[src/rtl/mips_pkg.sv]
// Shared encodings for the MIPS-subset decoder: opcodes, funct codes, ALU ops
// and the fixed register numbers used by syscall.
package mips_pkg;

    localparam logic [5:0] OP_RTYPE  = 6'b000000;
    localparam logic [5:0] OP_REGIMM = 6'b000001;
    localparam logic [5:0] OP_J      = 6'b000010;
    localparam logic [5:0] OP_JAL    = 6'b000011;
    localparam logic [5:0] OP_BEQ    = 6'b000100;
    localparam logic [5:0] OP_BNE    = 6'b000101;
    localparam logic [5:0] OP_ADDI   = 6'b001000;
    localparam logic [5:0] OP_ADDIU  = 6'b001001;
    localparam logic [5:0] OP_SLTI   = 6'b001010;
    localparam logic [5:0] OP_ANDI   = 6'b001100;
    localparam logic [5:0] OP_ORI    = 6'b001101;
    localparam logic [5:0] OP_XORI   = 6'b001110;
    localparam logic [5:0] OP_LW     = 6'b100011;
    localparam logic [5:0] OP_LBU    = 6'b100100;
    localparam logic [5:0] OP_SW     = 6'b101011;

    localparam logic [5:0] FN_SLL     = 6'b000000;
    localparam logic [5:0] FN_SRL     = 6'b000010;
    localparam logic [5:0] FN_SRA     = 6'b000011;
    localparam logic [5:0] FN_SRLV    = 6'b000110;
    localparam logic [5:0] FN_JR      = 6'b001000;
    localparam logic [5:0] FN_SYSCALL = 6'b001100;
    localparam logic [5:0] FN_ADD     = 6'b100000;
    localparam logic [5:0] FN_ADDU    = 6'b100001;
    localparam logic [5:0] FN_SUB     = 6'b100010;
    localparam logic [5:0] FN_AND     = 6'b100100;
    localparam logic [5:0] FN_OR      = 6'b100101;
    localparam logic [5:0] FN_NOR     = 6'b100111;
    localparam logic [5:0] FN_SLT     = 6'b101010;
    localparam logic [5:0] FN_SLTU    = 6'b101011;

    typedef enum logic [3:0] {
        ALU_SLL  = 4'd0,
        ALU_SRA  = 4'd1,
        ALU_SRL  = 4'd2,
        ALU_MUL  = 4'd3,
        ALU_DIV  = 4'd4,
        ALU_ADD  = 4'd5,
        ALU_SUB  = 4'd6,
        ALU_AND  = 4'd7,
        ALU_OR   = 4'd8,
        ALU_XOR  = 4'd9,
        ALU_NOR  = 4'd10,
        ALU_SLT  = 4'd11,
        ALU_SLTU = 4'd12
    } alu_op_t;

    localparam logic [4:0] REG_V0 = 5'd2;
    localparam logic [4:0] REG_A0 = 5'd4;

    typedef struct packed {
        logic [3:0] aluop;
        logic       dmload;
        logic       dmstr;
        logic       dmsel;
        logic [4:0] ra;
        logic [4:0] rb;
    } ctrl_t;

endpackage

[src/rtl/mips_decode_comb.sv]
// Purely combinational instruction-word to control decode. Unknown encodings
// fall back to ALU op 0 with all memory strobes low.
module mips_decode_comb
    import mips_pkg::*;
(
    input  logic [31:0] ir,
    output ctrl_t       ctrl
);

    logic [5:0] op;
    logic [5:0] fn;

    assign op = ir[31:26];
    assign fn = ir[5:0];

    always_comb begin
        ctrl        = '0;
        ctrl.aluop  = ALU_SLL;
        ctrl.ra     = ir[25:21];
        ctrl.rb     = ir[20:16];
        case (op)
            OP_RTYPE: begin
                case (fn)
                    FN_SLL:              ctrl.aluop = ALU_SLL;
                    FN_SRA:              ctrl.aluop = ALU_SRA;
                    FN_SRL, FN_SRLV:     ctrl.aluop = ALU_SRL;
                    FN_ADD, FN_ADDU,
                    FN_JR:               ctrl.aluop = ALU_ADD;
                    FN_SUB:              ctrl.aluop = ALU_SUB;
                    FN_AND:              ctrl.aluop = ALU_AND;
                    FN_OR:               ctrl.aluop = ALU_OR;
                    FN_NOR:              ctrl.aluop = ALU_NOR;
                    FN_SLT:              ctrl.aluop = ALU_SLT;
                    FN_SLTU:             ctrl.aluop = ALU_SLTU;
                    // syscall reads the service number and first argument
                    FN_SYSCALL: begin
                        ctrl.aluop = ALU_ADD;
                        ctrl.ra    = REG_V0;
                        ctrl.rb    = REG_A0;
                    end
                    default:             ctrl.aluop = ALU_SLL;
                endcase
            end
            OP_REGIMM: begin
                // bltz/bgez compare rs against zero, so port B reads $zero
                ctrl.aluop = ALU_SLT;
                ctrl.rb    = 5'd0;
            end
            OP_ADDI, OP_ADDIU,
            OP_J, OP_JAL:                ctrl.aluop = ALU_ADD;
            OP_ANDI:                     ctrl.aluop = ALU_AND;
            OP_ORI:                      ctrl.aluop = ALU_OR;
            OP_XORI:                     ctrl.aluop = ALU_XOR;
            OP_SLTI:                     ctrl.aluop = ALU_SLT;
            OP_BEQ, OP_BNE:              ctrl.aluop = ALU_SUB;
            OP_LW: begin
                ctrl.aluop  = ALU_ADD;
                ctrl.dmload = 1'b1;
            end
            OP_SW: begin
                ctrl.aluop = ALU_ADD;
                ctrl.dmstr = 1'b1;
            end
            OP_LBU: begin
                ctrl.aluop  = ALU_ADD;
                ctrl.dmload = 1'b1;
                ctrl.dmsel  = 1'b1;
            end
            default:                     ctrl.aluop = ALU_SLL;
        endcase
    end

endmodule

[src/rtl/mips_instr_controller.sv]
// Registered instruction decoder: one-cycle latency from IR to control and
// field outputs, cleared asynchronously by rst.
module mips_instr_controller
    import mips_pkg::*;
(
    input  logic        clk,
    input  logic        rst,
    input  logic [31:0] IR,
    output logic [3:0]  ALUop,
    output logic        dmload,
    output logic        dmstr,
    output logic        dmsel,
    output logic [4:0]  ra,
    output logic [4:0]  rb,
    output logic [4:0]  rt,
    output logic [4:0]  rs,
    output logic [5:0]  funct,
    output logic [5:0]  op,
    output logic [15:0] imm
);

    ctrl_t       ctrl_next;
    ctrl_t       ctrl_reg;
    logic [31:0] ir_reg;

    mips_decode_comb u_decode (
        .ir   (IR),
        .ctrl (ctrl_next)
    );

    always_ff @(posedge clk or posedge rst) begin
        if (rst) begin
            ctrl_reg <= '0;
            ir_reg   <= '0;
        end else begin
            ctrl_reg <= ctrl_next;
            ir_reg   <= IR;
        end
    end

    // Raw fields come from the captured word so they stay aligned with decode
    assign ALUop  = ctrl_reg.aluop;
    assign dmload = ctrl_reg.dmload;
    assign dmstr  = ctrl_reg.dmstr;
    assign dmsel  = ctrl_reg.dmsel;
    assign ra     = ctrl_reg.ra;
    assign rb     = ctrl_reg.rb;
    assign op     = ir_reg[31:26];
    assign rs     = ir_reg[25:21];
    assign rt     = ir_reg[20:16];
    assign imm    = ir_reg[15:0];
    assign funct  = ir_reg[5:0];

endmodule

[config.mk]
export PLATFORM = sky130hd
export DESIGN_NAME = mips_instr_controller
export DESIGN_NICKNAME = d
export VERILOG_FILES = /design/src/rtl/mips_pkg.sv /design/src/rtl/mips_decode_comb.sv /design/src/rtl/mips_instr_controller.sv
export SDC_FILE = /design/constraint.sdc
export NUM_CORES = 1
export LEC_CHECK = 0
export ABC_AREA = 1
export CORE_MARGIN = 2
export CORE_UTILIZATION = 43
export DETAILED_ROUTE_END_ITERATION = 10
export GPL_ROUTABILITY_DRIVEN = 0
export PLACE_DENSITY = 0.95
export SYNTH_ARGS = -nofsm -noshare
export SYNTH_HDL_FRONTEND = slang
export SYNTH_SLANG_ARGS = --single-unit
[constraint.sdc]
create_clock -name clk -period 3.5 [get_ports clk]
set_clock_uncertainty 0.1 [all_clocks]
set_input_delay 0.7 -clock clk [delete_from_list [all_inputs] [get_ports clk]]
set_output_delay 0.7 -clock clk [all_outputs]
set_load 0.1 [all_outputs]
==> metrics.txt <==
status=finished clean; Syn Area/Cell=about 10 um^2; clock-pin slew on the worst setup and hold paths=~0.090 ns; Clock Path Buffers=2; GR Util met3=under 10%; RSZ-0062 raised after global routing=no; # DRC=0; final WL=4310 um; die area=between 4000 and 5000 um^2; fin cells=314; CP Launch Type=register; P_leak=around 1.4 nW; CP max stage cell=clkdlybuf4s50_1; setup tns final=0 ns; multi-input logic area=roughly 410 um^2; nets=297; Tmin final=about 2.6 ns; f_max=roughly 0.38 GHz; hold depth=1; Cell Area, Synth=~1800 um^2; CTS sink cnt=approximately 50; Worst Path Buf+Inv=1; Net Sw Frac=roughly 38%; core area=approximately 4000 um^2; max reg flops=32; Net Count, Synth=between 200 and 250; IO Count=between 80 and 90; hpwl dp=between 3000 and 4000 um; worst hold path class=input port to register; PnR worst setup slack=between 0.8 and 0.9 ns; layout cell share with drive strength beyond 1=a little under a tenth; Largest delay share family, worst path=buffers and inverters; Int Power=slightly above 0.8 mW; Max Cap Viol=0; count of input and output buffers=88; Place WS=1.20 ns; Avg WL per Cell=between 10 and 15 um; vias per cell=roughly 4.6; Setup Viol. Count Final=0; post-CTS sizing=0; Worst slew margin=between 30% and 40%; filler instances=281; first-pass GRT wire length=6380 um; Logic pwr share=30.1%; Max FO, Critical Path=2; Synth cell types=17; pin count of the biggest net entering global routing=50; #FFs+latches synth=49; WP depth=1; Net Switching=about 0.50 mW; H-tree levels=2; Hold Fails Final Rpt=0; vias in the first global route=1358; antenna-violating nets left=0; met2 Track Usage GR=36.2%; Pwr Density=480 nW/um^2; Setup crit start=ir_reg[0]; Yosys warnings=0; hold slack=approximately 0.73 ns; Crit. End Element=primary output; drt pass-1 iters=4; dpl cells=approximately 310; all-layer global routing usage=about a fifth; Post-CTS Setup Inserts=0; Rows=23; Hold Buf Count CTS=0; CTS root buf=clkbuf_8; worst-margin pin slew=around 0.99 ns; sequential power share=45.3%; register area=between 1000 and 1500 um^2; CP arrival=about 1.8 ns; CP required=2.70 ns; CP max stage delay=between 1 and 1.5 ns; area growth from synthesis to layout=53.6%; Pins Over Slew Limit=0; CTS Buf Count=5; HP Start=IR[13]; clock network power share=about 25%; CTS tree=built; initial antenna violation count=0; busiest grt layer=met2; Die Y=between 60 and 70 um; initial DRC count=92; critical path, cell by cell=clkdlybuf4s50_1; total grt overflow=0; Crit Path Class=register to primary output; n_diodes=0; met1 Usage GRT=20.5%; fin crit share=between 70% and 80%; Peak VDD IR=~0.23 mV; Die W=approximately 69 um; register area share after synthesis=between 60% and 70%; Initial Util=between 40% and 50%; Mapped Cells=between 150 and 200; via count=about 1500
[synth_stat cells]
| master | instances | area, um^2 |
|---|---|---|
| dfrtp_1 | 49 | 1230 |
| nand2_1 | 30 | 113 |
| inv_1 | 28 | 105 |
| nor2_1 | 26 | 97.6 |
| nand3_1 | 20 | 100 |
| buf_4 | 6 | 45.0 |
| nor2_2 | 3 | 18.8 |
| nand2_2 | 2 | 12.5 |
| nor2_4 | 2 | 22.5 |
| o21ai_0 | 2 | 10.0 |
| buf_6 | 1 | 11.3 |
| inv_2 | 1 | 3.75 |
| nand2_4 | 1 | 11.3 |
| nand3_2 | 1 | 10.0 |
| nand4_1 | 1 | 6.26 |
| nor3_1 | 1 | 5.00 |
| or2_2 | 1 | 6.26 |
[cell type report]
type | instances | area share, %
inverters | 29 | 3.93
repair buffers | 88 | 31.4
clock inverters | 3 | 0.767
well taps | 50 | 2.26
multi-input cells | 90 | 14.9
clock buffers | 5 | 2.48
flip-flops and latches | 49 | 44.2
[logic make-up after synthesis]
| logic type | Yosys count | share of synthesized area, % |
|---|---|---|
| compound gates | 2 | 0.555 |
| flops | 49 | 68.0 |
| simple gates | 88 | 22.3 |
| buf+inv | 36 | 9.15 |
[through the flow]
stage	util [%]	cell area [um^2]	power, mW
detailed placement	66.6	2680	1.01
finish	68.8	2770	1.33
global route	68.8	2770	1.39
floorplan	-	1800	0.898
CTS	68.8	2770	1.34
global placement	66.6	2680	1.01
[metal layers]
layer	vias up	part of all wire, %	routed length, um
li1	697	-	-
met1	686	36	1530
met2	65	56	2400
met3	9	7.0	303
met4	0	1.8	76
met5	-	0	0
[cells in the final DEF, fill, tap and decap left out, drive strengths merged]
master,instances
buf,4
clkbuf,5
clkdlybuf4s50,84
clkinv,1
clkinvlp,1
dfrtp,49
inv,30
nand2,33
nand3,21
nand4,1
nor2,31
nor3,1
o21ai,2
or2,1
[power groups by stage]
| stage | Sequential [mW] | Clock, mW | Combinational (mW) |
|---|---|---|---|
| 2_1_floorplan | 0.827 | 0 | 0.0704 |
| 3_3_place_gp | 0.613 | 0 | 0.394 |
| 3_5_place_dp | 0.614 | 0 | 0.400 |
| 4_1_cts | 0.603 | 0.340 | 0.402 |
| 5_1_grt | 0.606 | 0.368 | 0.415 |
| 6_report | 0.603 | 0.328 | 0.400 |
[final timing paths]
| kind | to | slack [ns] |
|---|---|---|
| min in group asynchronous | ir_reg[11] | 0.84 |
| worst min-delay path | ir_reg[13] | 0.73 |
| worst max-delay path | imm[0] | 0.88 |
| max in group asynchronous | ir_reg[0] | 1.86 |
Power figures use the tool's default switching activity.
